File: config.mk
export PLATFORM = sky130hd
export DESIGN_NAME = spi_ctrl_writer
export DESIGN_NICKNAME = d
export VERILOG_FILES = /design/src/rtl/spi_regmap_pkg.sv /design/src/rtl/spi_ctrl_tick.sv /design/src/rtl/spi_ctrl_writer.sv
export SDC_FILE = /design/constraint.sdc
export NUM_CORES = 1
export LEC_CHECK = 0
export ABC_AREA = 1
export CAP_MARGIN = 10
export CORE_ASPECT_RATIO = 1.75
export CORE_MARGIN = 10
export CORE_UTILIZATION = 40
export CTS_BUF_LIST = sky130_fd_sc_hd__clkbuf_16
export CTS_CLUSTER_SIZE = 14
export DETAILED_ROUTE_END_ITERATION = 7
export SLEW_MARGIN = 30
export SYNTH_ARGS = -nofsm -noshare
export SYNTH_HDL_FRONTEND = slang
export SYNTH_SLANG_ARGS = --single-unit
export TNS_END_PERCENT = 5
File: constraint.sdc
create_clock -name clk -period 2.2 [get_ports clk]
set_input_delay 0.66 -clock clk [delete_from_list [all_inputs] [get_ports clk]]
set_output_delay 0.66 -clock clk [all_outputs]
set_load 0.01 [all_outputs]
File: src/rtl/spi_regmap_pkg.sv
// Shared definitions for the SPI register-write initiator: frame width,
// target register addresses, controller state encoding and frame packing.
package spi_regmap_pkg;

    localparam int FRAME_W = 16;

    // Register map of the on-chip SPI peripheral.
    localparam logic [6:0] ADDR_EN_OUT_7_0  = 7'h00;
    localparam logic [6:0] ADDR_EN_OUT_15_8 = 7'h01;
    localparam logic [6:0] ADDR_EN_PWM_7_0  = 7'h02;
    localparam logic [6:0] ADDR_EN_PWM_15_8 = 7'h03;
    localparam logic [6:0] ADDR_PWM_DUTY    = 7'h04;

    typedef enum logic [1:0] {
        IDLE,
        SETUP,
        SHIFT,
        GAP
    } spi_ctrl_state_t;

    // Frame layout on the wire, MSB first: rw, address, data.
    function automatic logic [FRAME_W-1:0] build_frame(
        input logic       rw,
        input logic [6:0] addr,
        input logic [7:0] data
    );
        return {rw, addr, data};
    endfunction

endpackage

File: src/rtl/spi_ctrl_tick.sv
// SCLK half-period timer: pulses tick for one clk cycle every CLK_DIV cycles
// while enabled; the count restarts whenever the enable drops.
module spi_ctrl_tick #(
    parameter int unsigned CLK_DIV = 4
) (
    input  logic clk,
    input  logic rst,
    input  logic en,
    output logic tick
);

    localparam logic [7:0] LAST = 8'(CLK_DIV - 1);

    logic [7:0] half_cnt;

    assign tick = en && (half_cnt == LAST);

    // Count clk cycles within the current half-period; reload on each tick.
    always_ff @(posedge clk) begin
        // NOTE: flops are written with non-blocking assignments so every
        // register samples the pre-edge values of the others.
        if (rst || !en) begin
            half_cnt <= '0;
        end else if (tick) begin
            half_cnt <= '0;
        end else begin
            half_cnt <= half_cnt + 8'd1;
        end
    end

endmodule

File: src/rtl/spi_ctrl_writer.sv
// SPI mode-0 write initiator: turns one command transaction into a 16-bit
// MSB-first frame on sclk/copi/ncs, then holds ncs high for a minimum gap.
module spi_ctrl_writer
    import spi_regmap_pkg::*;
#(
    parameter int unsigned CLK_DIV    = 4,
    parameter int unsigned GAP_CYCLES = 4
) (
    input  logic       clk,
    input  logic       rst,
    input  logic       cmd_valid,
    output logic       cmd_ready,
    input  logic       cmd_rw,
    input  logic [6:0] cmd_addr,
    input  logic [7:0] cmd_data,
    output logic       done,
    output logic       busy,
    output logic       sclk,
    output logic       copi,
    output logic       ncs
);

    localparam logic [7:0] GAP_LAST = 8'(GAP_CYCLES - 1);

    spi_ctrl_state_t      state_q, state_d;
    logic [FRAME_W-1:0]   shreg_q, shreg_d;
    logic [3:0]           bit_cnt_q, bit_cnt_d;
    logic [7:0]           gap_cnt_q, gap_cnt_d;
    logic                 sclk_q, sclk_d;
    logic                 copi_q, copi_d;
    logic                 ncs_q, ncs_d;
    logic                 done_q, done_d;
    logic                 busy_q, busy_d;
    logic                 ready_q, ready_d;
    logic                 tick;
    logic                 tick_en;

    // The half-period timer only runs while ncs is low.
    assign tick_en = (state_q == SETUP) || (state_q == SHIFT);

    spi_ctrl_tick #(
        .CLK_DIV (CLK_DIV)
    ) u_tick (
        .clk  (clk),
        .rst  (rst),
        .en   (tick_en),
        .tick (tick)
    );

    // Next-state and next-output decode; every output is registered below.
    always_comb begin
        // NOTE: every variable gets a default first so no path leaves it
        // unassigned, which would otherwise infer a latch.
        state_d   = state_q;
        shreg_d   = shreg_q;
        bit_cnt_d = bit_cnt_q;
        gap_cnt_d = gap_cnt_q;
        sclk_d    = sclk_q;
        copi_d    = copi_q;
        ncs_d     = ncs_q;
        done_d    = 1'b0;
        busy_d    = busy_q;
        ready_d   = ready_q;

        case (state_q)
            IDLE: begin
                if (cmd_valid && ready_q) begin
                    state_d = SETUP;
                    shreg_d = build_frame(cmd_rw, cmd_addr, cmd_data);
                    copi_d  = cmd_rw;
                    ncs_d   = 1'b0;
                    busy_d  = 1'b1;
                    ready_d = 1'b0;
                end
            end

            SETUP: begin
                if (tick) begin
                    state_d   = SHIFT;
                    sclk_d    = 1'b1;
                    bit_cnt_d = 4'd15;
                end
            end

            SHIFT: begin
                if (tick) begin
                    if (sclk_q) begin
                        // Falling edge: present the next bit, except after
                        // bit 0 whose value is held through its low phase.
                        sclk_d = 1'b0;
                        if (bit_cnt_q != 4'd0) begin
                            shreg_d = {shreg_q[FRAME_W-2:0], shreg_q[FRAME_W-1]};
                            copi_d  = shreg_q[FRAME_W-2];
                        end
                    end else if (bit_cnt_q == 4'd0) begin
                        state_d   = GAP;
                        ncs_d     = 1'b1;
                        copi_d    = 1'b0;
                        done_d    = 1'b1;
                        gap_cnt_d = '0;
                    end else begin
                        bit_cnt_d = bit_cnt_q - 4'd1;
                        sclk_d    = 1'b1;
                    end
                end
            end

            GAP: begin
                if (gap_cnt_q == GAP_LAST) begin
                    state_d = IDLE;
                    busy_d  = 1'b0;
                    ready_d = 1'b1;
                end else begin
                    gap_cnt_d = gap_cnt_q + 8'd1;
                end
            end

            default: state_d = IDLE;
        endcase
    end

    // State and output registers; reset aborts any frame in progress.
    always_ff @(posedge clk) begin
        if (rst) begin
            state_q   <= IDLE;
            shreg_q   <= '0;
            bit_cnt_q <= '0;
            gap_cnt_q <= '0;
            sclk_q    <= 1'b0;
            copi_q    <= 1'b0;
            ncs_q     <= 1'b1;
            done_q    <= 1'b0;
            busy_q    <= 1'b0;
            ready_q   <= 1'b1;
        end else begin
            state_q   <= state_d;
            shreg_q   <= shreg_d;
            bit_cnt_q <= bit_cnt_d;
            gap_cnt_q <= gap_cnt_d;
            sclk_q    <= sclk_d;
            copi_q    <= copi_d;
            ncs_q     <= ncs_d;
            done_q    <= done_d;
            busy_q    <= busy_d;
            ready_q   <= ready_d;
        end
    end

    assign cmd_ready = ready_q;
    assign done      = done_q;
    assign busy      = busy_q;
    assign sclk      = sclk_q;
    assign copi      = copi_q;
    assign ncs       = ncs_q;

endmodule

==> metrics <==
Via density around 4.8; CTS tree done; compound-gate portion of the synthesized area 0.1025; number of global-route vias before repair 2275; Slew HR 0.7517; port bufs 24; die footprint approximately 9800 um^2; Worst Hold Class reg -> reg; Slew @ Worst Pin 368.5 ps; Ant. Diodes 0; Crit. End Element output port; Layout Skew slightly below 5 ps; layout cell share with drive strength beyond 1 0.07371; Num CTS Buffers 5; P_sw ~1.2 mW; sequential power share 0.347; RSZ-0062 raised after global routing no; cell-internal power 1.828 mW; post-CTS setup buffers 0; clk sinks 44; NumNets Final 433; multiplexer share of the synthesized area 0; vias 2310; worst-path cell chain clkdlybuf4s50_1; RePlAce Congestion around 0.77; Synth area leaders dfxtp_1 (36%), nand2_1 (16%), nor2_1 (11%); post_cts resized 0; Crit Path Max Fanout 6; first-pass GRT wire length ~9.5 mm; Clock Tree Buf Depth 2; Worst path slowest cell clkdlybuf4s50_1; largest family of logic cells by synthesized area simple AND/OR/NAND/NOR gates; CP peak stage delay between 500 and 600 ps; clock power share 0.238; switching fraction of total power 0.3997; Worst setup SP type flop; drt pass-1 iters 4; hpwl dp between 4 and 5 mm; clk slew on worst S/H paths ~60 ps; top-area cell type share of the netlist area 0.3608; wire per inst 11.30 um; Comb pwr share 0.415; commonest non-fill, non-tap cell in the layout nand2_1; area share of fa/ha/maj cells after synthesis 0.04100; Yosys reg bits 44; Setup CP Type reg -> out; Mapped Cells 378; hold_buf cts 0; sequential share of the synthesized area 0.3608; Area Growth Syn to Fin 19.07%; Ys Warns 0; PwrDens between 1000 and 1500 nW/um^2; Lkg Pwr about 1.3 nW; final setup fails 0; Cell Area, Synth 2441 um^2; Distinct cells, synth 31; Req. time, crit path 1540 ps; Core ar. just under 6000 um^2; total track usage 0.1196; CTS Root Cell clkbuf_16; H-tree lvl count 2; initial antenna violation count 0; syn_nets ~410; DRT iter0 DRCs 57; DRC 0; Hold Violations, Final 0; Bufs and invs on worst path 1; most frequent cells in the layout nand2_1 (106), nor2_1 (71), dfxtp_1 (44); maxcap violations 0; Clock Latency Late Sink roughly 280 ps; Die Wd between 70 and 80 um; crit path DAT 1290 ps; Final Max Slew Viols 0; crit share post-route 0.8851; Overall Power approximately 3.0 mW; Mean Syn Cell Area ~6.5 um^2; row count 37; minimum clock period after layout between 1500 and 2000 ps; Setup TNS Final 0 ps; Starting Density 0.4120; filler instances between 600 and 700; status finished clean; largest net degree at the start of global routing 23; Yosys top cell by area dfxtp_1; Max Freq between 500 and 600 MHz; I/O pin cnt 25; Crit path max-delay family buffers and inverters; Die Y roughly 120 um; final wirelength about 5.5 mm; Detail Route Antenna Nets 0; simple logic cell fraction of the synthesized area 0.4003; maximum vdd drop between 0.5 and 0.6 mV; xor-xnor portion of the synthesized cell area 0.003588; gr ovfl total 0
final timing paths:
path | from | to | slack (ps) | cells past startpoint
max | sclk | sclk | 250 | 1
min reg2reg | busy | busy | 450 | 2
max reg2reg | state_q[0] | bit_cnt_q[1] | 370 | 10
min | busy | busy | 450 | 2
per-stage QoR:
stage / instances / hold slack (ps) / util / area, um^2 / setup slack [ps]
floorplan: 378 / 429.8 / - / 2441 / 560.4
global placement: 477 / 443.4 / 0.4662 / 2763 / 67.10
finish: 485 / 449.1 / 0.4905 / 2907 / 252.8
detailed placement: 477 / 446.2 / 0.4662 / 2763 / 27.33
global route: 485 / 469.3 / 0.4905 / 2907 / 176.5
CTS: 485 / 455.2 / 0.4905 / 2907 / 239.7
routing by layer:
metal | up-vias | GRT usage | part of all wire
met2 | 30 | 0.2326 | 0.54
met5 | - | 0 | 0
li1 | 1243 | - | -
met4 | 0 | 0.06532 | 0.027
met1 | 1023 | 0.1094 | 0.40
met3 | 14 | 0.02834 | 0.034
power groups by stage:
stage	clock (mW)	combinational, mW	sequential (mW)
6_report	0.724	1.27	1.06
5_1_grt	0.769	1.46	1.08
4_1_cts	0.746	1.29	1.06
3_5_place_dp	0	1.28	1.07
3_3_place_gp	0	1.26	1.07
2_1_floorplan	0	1.01	1.06
cell usage after synthesis (all sizes together):
master and instances:
nand2 112, nor2 75, dfxtp 44, inv 42
nand3 26, o21ai 25, a21oi 18, ha 8
clkbuf 5, buf 4, nand4 4, nor3 4
nor3b 2, o22ai 2, or2 2, a21o 1
nand3b 1, o211ai 1, o21bai 1, xor2 1
layout make-up:
type / instances / area, um^2 / share of cell area
clock buffer: 5 / 125.1 / 0.04305
clock inverter: 3 / 18.77 / 0.006457
inverter: 42 / 162.7 / 0.05596
multi-input combinational: 283 / 1336 / 0.4597
sequential: 44 / 880.8 / 0.3031
tap: 78 / 97.59 / 0.03358
timing repair buffer: 30 / 285.3 / 0.09815
sequential cells by signal, indices dropped and copies added (netlist names):
| register | flops |
|---|---|
| busy | 1 |
| done | 1 |
| shreg_q | 16 |
| state_q | 2 |
| u_tick.half_cnt | 8 |
| gap_cnt_q | 8 |
| copi | 1 |
| cmd_ready | 1 |
| sclk | 1 |
| ncs | 1 |
| bit_cnt_q | 4 |
worst min-delay path: stages (launching register included):
cell,delay (ps)
dfxtp_1,300
inv_1,50
a21oi_1,50
cells by family (layout without fill, tap and decap cells):
family | Yosys count | count (layout)
adders and majority gates | 8 | 8
AOI/OAI and AO/OA | 48 | 48
buffers and inverters | 51 | 80
and+or+nand+nor | 226 | 226
DFF | 44 | 44
xor gates and xnor gates | 1 | 1
Note: power is estimated with default switching activity, not from simulation.
